### src/rtl/pc_redirect_pkg.sv
// pc_redirect_pkg: shared FSM state type, instruction size and default reset PC
// Contents:
//   state_t          - sequencer states RUN / FLUSH / HALT
//   INSN_BYTES       - byte stride between sequential instructions
//   DEFAULT_RESET_PC - default value of pc_redirect's RESET_PC parameter
package pc_redirect_pkg;
    typedef enum logic [1:0] {RUN, FLUSH, HALT} state_t;
    localparam logic [31:0] INSN_BYTES = 32'd4;
    localparam logic [31:0] DEFAULT_RESET_PC = 32'h0000_0000;
endpackage

### src/rtl/pc_redirect_branch_target.sv
// branch_target: combinational redirect-target adder for the EX-stage instruction
// Ports:
//   i_is_jalr - select register-relative (JALR) form instead of PC-relative
//   i_pc      - EX-stage PC
//   i_imm     - sign-extended immediate
//   i_rs1     - rs1 operand
//   o_target  - JALR: (rs1+imm) with bit 0 cleared; otherwise pc+imm (both wrap mod 2^32)
module branch_target (
    input  logic        i_is_jalr,
    input  logic [31:0] i_pc,
    input  logic [31:0] i_imm,
    input  logic [31:0] i_rs1,
    output logic [31:0] o_target
);
    logic [31:0] w_jalr_sum;
    assign w_jalr_sum = i_rs1 + i_imm;
    assign o_target   = i_is_jalr ? (w_jalr_sum & ~32'h1) : (i_pc + i_imm);
endmodule

### src/rtl/pc_redirect.sv
// pc_redirect: fetch-PC sequencer with EX-stage redirect, flush control and misalignment halt
// Ports:
//   clk, rst                 - clock and synchronous active-high reset
//   stall                    - hold the fetch PC (ignored in the cycle a redirect is accepted)
//   is_branch_ex, jump_taken - conditional branch in EX and its resolved condition
//   is_jal_ex, is_jalr_ex    - unconditional jumps in EX (JALR has priority)
//   pc_ex, imm_ex, rs1_ex    - operands for the redirect target
//   pc_if, pc_plus4_if       - fetch address and its sequential successor
//   flush_if_id, flush_id_ex - pipeline-register flush requests
//   redirect_valid           - one-cycle pulse on an accepted redirect
//   misalign_err             - sticky: a taken target had bit 1 set
//   redirect_count           - saturating count of accepted redirects
module pc_redirect
    import pc_redirect_pkg::*;
#(
    parameter logic [31:0] RESET_PC = DEFAULT_RESET_PC
) (
    input  logic        clk,
    input  logic        rst,
    input  logic        stall,
    input  logic        is_branch_ex,
    input  logic        jump_taken,
    input  logic        is_jal_ex,
    input  logic        is_jalr_ex,
    input  logic [31:0] pc_ex,
    input  logic [31:0] imm_ex,
    input  logic [31:0] rs1_ex,
    output logic [31:0] pc_if,
    output logic [31:0] pc_plus4_if,
    output logic        flush_if_id,
    output logic        flush_id_ex,
    output logic        redirect_valid,
    output logic        misalign_err,
    output logic [15:0] redirect_count
);
    state_t      r_state, w_next;
    logic [31:0] r_pc, w_pc_next, w_target, w_pc_plus4;
    logic        r_err;
    logic [15:0] r_count;
    logic        w_take, w_fi, w_fe, w_rv, w_err_set;

    branch_target u_target (
        .i_is_jalr (is_jalr_ex),
        .i_pc      (pc_ex),
        .i_imm     (imm_ex),
        .i_rs1     (rs1_ex),
        .o_target  (w_target)
    );

    assign w_take     = is_jalr_ex | is_jal_ex | (is_branch_ex & jump_taken);
    assign w_pc_plus4 = r_pc + INSN_BYTES;

    always_comb begin
        w_next    = r_state;
        w_pc_next = r_pc;
        w_fi      = 1'b0;
        w_fe      = 1'b0;
        w_rv      = 1'b0;
        w_err_set = 1'b0;
        case (r_state)
            RUN: begin
                if (w_take && !w_target[1]) begin
                    w_pc_next = w_target;
                    w_fi      = 1'b1;
                    w_fe      = 1'b1;
                    w_rv      = 1'b1;
                    w_next    = FLUSH;
                end else if (w_take) begin
                    w_err_set = 1'b1;
                    w_next    = HALT;
                end else begin
                    w_pc_next = stall ? r_pc : w_pc_plus4;
                end
            end
            // IMEM returns the word fetched before the redirect took effect; drop it
            FLUSH: begin
                w_fi      = 1'b1;
                w_pc_next = stall ? r_pc : w_pc_plus4;
                w_next    = RUN;
            end
            HALT: begin
                w_fi = 1'b1;
                w_fe = 1'b1;
            end
            default: w_next = RUN;
        endcase
    end

    always_ff @(posedge clk) begin
        if (rst) begin
            r_state <= RUN;
            r_pc    <= RESET_PC;
            r_err   <= 1'b0;
            r_count <= 16'h0000;
        end else begin
            r_state <= w_next;
            r_pc    <= w_pc_next;
            if (w_err_set) r_err <= 1'b1;
            if (w_rv && r_count != 16'hFFFF) r_count <= r_count + 16'd1;
        end
    end

    assign pc_if          = r_pc;
    assign pc_plus4_if    = w_pc_plus4;
    assign flush_if_id    = w_fi & ~rst;
    assign flush_id_ex    = w_fe & ~rst;
    assign redirect_valid = w_rv & ~rst;
    assign misalign_err   = r_err;
    assign redirect_count = r_count;
endmodule
### config.mk
export PLATFORM = sky130hd
export DESIGN_NAME = pc_redirect
export DESIGN_NICKNAME = d
export VERILOG_FILES = /design/src/rtl/pc_redirect_pkg.sv /design/src/rtl/pc_redirect_branch_target.sv /design/src/rtl/pc_redirect.sv
export SDC_FILE = /design/constraint.sdc
export NUM_CORES = 1
export LEC_CHECK = 0
export ABC_CLOCK_PERIOD_IN_PS = 5300
export CORE_ASPECT_RATIO = 2
export CORE_UTILIZATION = 55
export DETAILED_ROUTE_END_ITERATION = 8
export PLACE_DENSITY_LB_ADDON = 0.1
export SLEW_MARGIN = 5
export SYNTH_ARGS = -nofsm -noshare
export SYNTH_HDL_FRONTEND = slang
export SYNTH_SLANG_ARGS = --single-unit
### constraint.sdc
create_clock -name clk -period 5.3 [get_ports clk]
set_input_delay 0.795 -clock clk [delete_from_list [all_inputs] [get_ports clk]]
set_output_delay 0.795 -clock clk [all_outputs]
set_load 0.03 [all_outputs]
==> metrics, run 1 <==
status=finished clean; Synth Area in Simple Gates=between 20% and 30%; Cells after Synth=about 960; final core utilization=between 70 and 80%; Cell Pwr Density=roughly 250 nW/um^2; Reg2Reg Depth=10; routed via count=7854; critical path capture point type=output port; Fin Clk Skew=around 5.0 ps; First-pass DRT Iterations=6; CP max-delay cell=clkdlybuf4s50_1; vias in the first global route=about 7500; postcts setup bufs=0; initial core utilization=between 50 and 60%; CTS tree=done; Syn Std Cell Area=roughly 7000 sq um; combinational family with the most area after synthesis=compound AO/OA/AOI/OAI gates; maximum clock path buffer count=2; # rows=58; MaxCap Viol Count=0; switching pwr=around 0.001 W; Cell Int Power=between 0.001 and 0.0015 W; RSZ-0062 raised after global routing=no; synth unique cells=slightly above 90; Vias/cell=a little over 6; hold path start=misalign_err; Crit. Startpoint=imm_ex[0]; Final Slew Violations=0; worst endpoint data arrival time=3460 ps; CTS Buf Count=5; adder-cell area share of the yosys netlist=12.7%; IO Pins=187; critical path class=in -> out; Synth Area in Compound Gates=29.6%; total track usage=between 30% and 40%; max_slew headroom=46.0%; Post-Synth XOR/XNOR Area=approximately an eighth; Reg power frac=23.4%; final number of setup-violating endpoints=0; post-cts resize count=0; H-Tree Depth=2; R2R Path End=pc_if[12]; PortBufs=approximately 190; drt initial violations=between 400 and 500; largest stage delay on the critical path=about 700 ps; Crit Path Max Fanout=7; Hold Crit Depth=2; Worst Hold Path EP=misalign_err; clock power share=18.9%; CTS sink count=between 50 and 60; CP top delay family=buffers and inverters; Hold/Removal Path Class=reg -> reg; pre-CTS setup slack=1000 ps; ant diodes=0; first-pass GRT wire length=about 34 mm; top-count cell post-synth=nand2_1; Leak=3.51 nW; Top FF cell, synth=dfxtp_1; Worst EP required=between 4000 and 5000 ps; chip height=between 150 and 200 microns; ranking of synthesized cells by area=dfxtp_1, ha_1, a21oi_1; combinational power share=between 50% and 60%; area leader, netlist=dfxtp_1; DRC viols=0; synth cell count leaders=nand2_1, a21oi_1, nor2_1, ha_1, o21ai_0; nets@finish=approximately 1300; GP Congestion=roughly 0.96; Fmax=~0.24 GHz; Post-synth EDFFs=0; Synth Register Bits=between 50 and 60; fraction of synthesized area in multiplexers=under 10%; share of post-route cells with drive strength above 1=under 10%; Yosys warnings=0; Least-Margin Pin Slew=between 800 and 900 ps; WL/cell=around 17 microns; total wire length=21.8 mm; share of the synthesized area in the top cell type=14.6%; syn nets=approximately 1100; Die ar.=about 13000 sq um; clock transition at the registers of the reported paths=70 ps; HPWL Detailed=roughly 18 mm; CP Cell Sequence=clkdlybuf4s50_1 > ha_1 > inv_1 > fa_1 > nor2b_1 > a22o_1 > a21oi_1 > nor3_1 > clkdlybuf4s50_1; CP Buf/Inv Count=3; Die W=between 80 and 90 microns; Congestion Overflow GR=0; setup slack after layout=approximately 1000 ps; Post-DRT Antenna Nets=0; RR Startpoint=r_state[0]; fillers=about 1100; Hold WS=between 400 and 500 ps; largest net degree at the start of global routing=39; syn avg cell area=around 7.3 sq um; most used cell along the critical path=clkdlybuf4s50_1; post-synthesis sequential area ratio=14.6%; initial antenna violation count=0; P&R area growth vs syn=28.6%; Clock Latency Late Sink=roughly 300 ps; FFs w/ async S/R, synth=0%; post-cts hold buffer count=0; final setup TNS=0 ps; Sw Share=between 40% and 50%; core area=~12000 sq um; Peak supply drop=approximately 0.3 mV; clock root buffer=clkbuf_16; Tcrit/Tclk final=80.2%; Hold Vio Cnt, Final=0; CP Launch Type=primary input; Tmin final=between 4000 and 5000 ps; FF-to-FF setup slack=~2500 ps
[per-stage QoR]
step | std cells | power [W] | area (sq um)
after floorplan | 957 | 0.00139 | 7000
after global placement | 1253 | 0.00180 | 8810
after detailed placement | 1253 | 0.00181 | 8810
after CTS | 1261 | 0.00223 | 9000
after global routing | 1261 | 0.00236 | 9000
final | 1261 | 0.00225 | 9000
[per-layer routing]
layer,GRT usage (%),vias up,wire (microns)
met5,0,-,0
met4,17.2,0,1070
met3,2.15,65,1120
met2,61.8,345,11600
met1,34.3,3612,7970
li1,-,3832,-
[layout make-up]
cell class / count / area (sq um) / share of cell area, %
sequential: 51 / 1020 / 11.3
tap: 150 / 188 / 2.09
clock inverter: 2 / 60.1 / 0.667
inverter: 26 / 97.6 / 1.08
timing repair buffer: 194 / 1920 / 21.3
multi-input combinational: 832 / 5590 / 62.1
clock buffer: 6 / 129 / 1.43
[cell usage in the layout, fill, tap and decap left out, drive strengths merged, types with 9 or more instances in the layout]
cell type      netlist  final
ha                  68     68
xor2                42     42
nand2               99     99
dfxtp               51     51
o21ai               65     65
a211oi              19     19
clkdlybuf4s50        0    185
xnor2               52     52
a21o                20     20
a31oi               20     20
inv                 24     24
o22ai               10     10
nand4               19     19
o21bai              12     12
nand3               42     42
buf                 15      9
nor2                93     93
o211ai              10     10
nor3                25     25
a21oi               96     96
and3                16     16
o21a                 9      9
[cells by family after synthesis]
logic type / after synthesis
compound gates: 314
simple gates: 346
fa+ha+maj: 70
mux: 8
xor+xnor: 94
flops: 51
buf+inv: 74
[tightest hold or removal path, cell delays in order, from the launching register on]
cell and delay (ps):
dfxtp_1 310, inv_1 50, a21oi_1 50
[worst max path at each step]
stage                     endpoint  cells past startpoint
floorplan              flush_if_id                      7
global placement       flush_if_id                      9
detailed placement       pc_if[12]                     14
CTS                    flush_if_id                      9
global route        redirect_valid                      9
finish                 flush_if_id                      9
[flip-flops by register name, summed over array words and instances (netlist names)]
register,flops
misalign_err,1
pc_if,32
r_state,2
redirect_count,16
[power groups by stage]
| stage | combinational (W) | clock, W | sequential, W |
|---|---|---|---|
| after floorplan | 0.000798 | 0 | 0.000587 |
| after global placement | 0.00127 | 0 | 0.000531 |
| after detailed placement | 0.00128 | 0 | 0.000533 |
| after CTS | 0.00128 | 0.000422 | 0.000524 |
| after global routing | 0.00139 | 0.000436 | 0.000536 |
| final | 0.00130 | 0.000423 | 0.000526 |
(Power assumes the default switching activity.)
==> run 2: changes to the inputs <==
Settings changed: ABC_CLOCK_PERIOD_IN_PS 5300 to 4300, CORE_UTILIZATION 55 to 51.
Clock period 5.3 ns to 4.3 ns, I/O delays scaled along.
==> run 2 against run 1 <==
  * The flow now finishes with violations (DRC)
  * Flip-flop and latch count unchanged
  * Cell count increased by 0.79%
  * Combinational power increased by 25%
  * Non-clock buffer count increased by 5
  * Sequential share of layout area about the same
  * Clock power about the same
  * Critical path depth decreased by 1
  * Register-to-register slack got worse by 930 ps
  * Wire length increased by 5.2%
  * Design area increased by 0.11%
==> metrics, run 2 (synthesis results as in run 1) <==
clock root buffer=clkbuf_16; H-Tree Depth=2 (unchanged); core area=13400 sq um (+7.7%); commonest cells after routing, fill and taps aside=clkdlybuf4s50_1, nand2_1, a21oi_1; Fmax=0.249 GHz; initial antenna violation count=0 (unchanged); WL/cell=18.0 microns (+4.4%); Crit Path Max Fanout=6 (-1); Hold/Removal Path Class=reg -> reg; # rows=60 (+3.4%); CP Cell Sequence=ha_1 > nand3_1 > nor2_1 > and4b_1 > and3_1 > nand3_1 > xnor2_1 > clkdlybuf4s50_1; critical path class=reg -> out; most used cell along the critical path=nand3_1; Fin Clk Skew=4.95 ps (-0.0960 ps); Hold Vio Cnt, Final=0 (unchanged); maximum clock path buffer count=2 (unchanged); CP Launch Type=register; CTS sink count=51 (unchanged); critical path capture point type=output port; switching pwr=0.00125 W (+25%); Final Slew Violations=0 (unchanged); PortBufs=186 (unchanged); P&R area growth vs syn=28.8%; GP Congestion=0.940 (-1.8%); IO Pins=187 (unchanged); total wire length=22.9 mm (+5.2%); violated checks=DRC; commonest non-fill, non-tap cell in the layout=clkdlybuf4s50_1; post-cts hold buffer count=0 (unchanged); largest stage delay on the critical path=680 ps (about the same); Leak=3.52 nW (+0.17%); vias in the first global route=7607 (+2.0%); share of post-route cells with drive strength above 1=5.82% (+0.51 points); CTS tree=done; DRC viols=16 (+16); total track usage=31.9% (-0.91 points); largest net degree at the start of global routing=45 (+15%); Clock Latency Late Sink=300 ps (about the same); final setup TNS=0 ps (unchanged); HPWL Detailed=19.0 mm (+6.3%); Peak supply drop=0.163 mV (-47%); ant diodes=0 (unchanged); combinational power share=60.3% (+2.6 points); First-pass DRT Iterations=9 (+3); Sw Share=46.4% (+1.9 points); max_slew headroom=58.2% (+12 points); drt initial violations=494 (+2.1%); Vias/cell=6.20 (-0.42%); CP Buf/Inv Count=1 (-2); max reg flops=32 (unchanged); Reg power frac=24.1% (+0.7 points); CP max-delay cell=clkdlybuf4s50_1; Post-DRT Antenna Nets=0 (unchanged); clock transition at the registers of the reported paths=70 ps (about the same); routed via count=7883 (+0.37%); Cell Pwr Density=299 nW/um^2 (+20%); Congestion Overflow GR=0 (unchanged); Cell Int Power=0.00144 W (+16%); postcts setup bufs=0 (unchanged); clock power share=15.6% (-3.3 points); CP top delay family=simple AND/OR/NAND/NOR gates; worst endpoint data arrival time=3370 ps (-90 ps); Worst EP required=3650 ps (-860 ps); status=finished, violations left; CTS Buf Count=5 (unchanged); first-pass GRT wire length=36.5 mm (+6.8%); Die ar.=14200 sq um (+7.7%); MaxCap Viol Count=0 (unchanged); Tcrit/Tclk final=93.3%; final number of setup-violating endpoints=0 (unchanged); Least-Margin Pin Slew=625 ps (-186 ps); nets@finish=1288 (+0.39%); RSZ-0062 raised after global routing=no; initial core utilization=52.1% (-4.0 points); post-cts resize count=0 (unchanged); Die W=84.8 microns (+3.8%); Tmin final=approximately 4000 ps; final core utilization=67.0% (-5.1 points); chip height=168 microns (+3.8%)
-- run 2: cell types whose count changed in the layout (fill, tap and decap cells not counted), sizes merged --
cell and change:
bufinv -2, clkinvlp +1, buf +5, clkinv +1
-- run 2: area by class of cell --
type,instances,area [sq um]
timing repair buffer,199,1950
clock buffer,6,139
tap,155,194
clock inverter,2,16.3
multi-input combinational,832,5590
sequential,51,1020
fill,1225,4430
inverter,26,97.6
-- run 2: path summary, 6_finish.rpt --
path                start               to  slack (ps)  cells past startpoint
max              pc_if[3]  pc_plus4_if[30]         290                      8
min          misalign_err     misalign_err         450                      2
max reg2reg      pc_if[3]        pc_if[14]        1520                     10
min reg2reg  misalign_err     misalign_err         450                      2
-- run 2: power groups by stage --
stage	logic, W	registers [W]	clock network (W)
floorplan	0.000984	0.000724	0
global placement	0.00159	0.000654	0
detailed placement	0.00161	0.000657	0
CTS	0.00161	0.000646	0.000428
global route	0.00175	0.000661	0.000444
finish	0.00163	0.000650	0.000422
-- run 2: worst min-delay path: stages (launching register included) --
cell and delay (ps):
dfxtp_1 310, inv_1 50, a21oi_1 50
-- run 2: routing by layer --
layer  share of wire [%]  vias up  track usage (%)
met3                 4.1       60             1.87
met5                   0        -                0
met2                  54      314             62.2
met1                  37     3671             33.1
li1                    -     3838                -
met4                 4.7        0             17.1
-- run 2: through the flow --
stage | total power, W | hold slack, ps | std cells | setup WS (ps) | area, sq um
global route | 0.00285 | 478 | 1271 | 124 | 9010
detailed placement | 0.00227 | 447 | 1263 | 327 | 8850
floorplan | 0.00171 | 515 | 957 | 1190 | 7000
finish | 0.00270 | 451 | 1271 | 290 | 9010
global placement | 0.00225 | 435 | 1263 | 390 | 8850
CTS | 0.00269 | 456 | 1271 | 304 | 9010
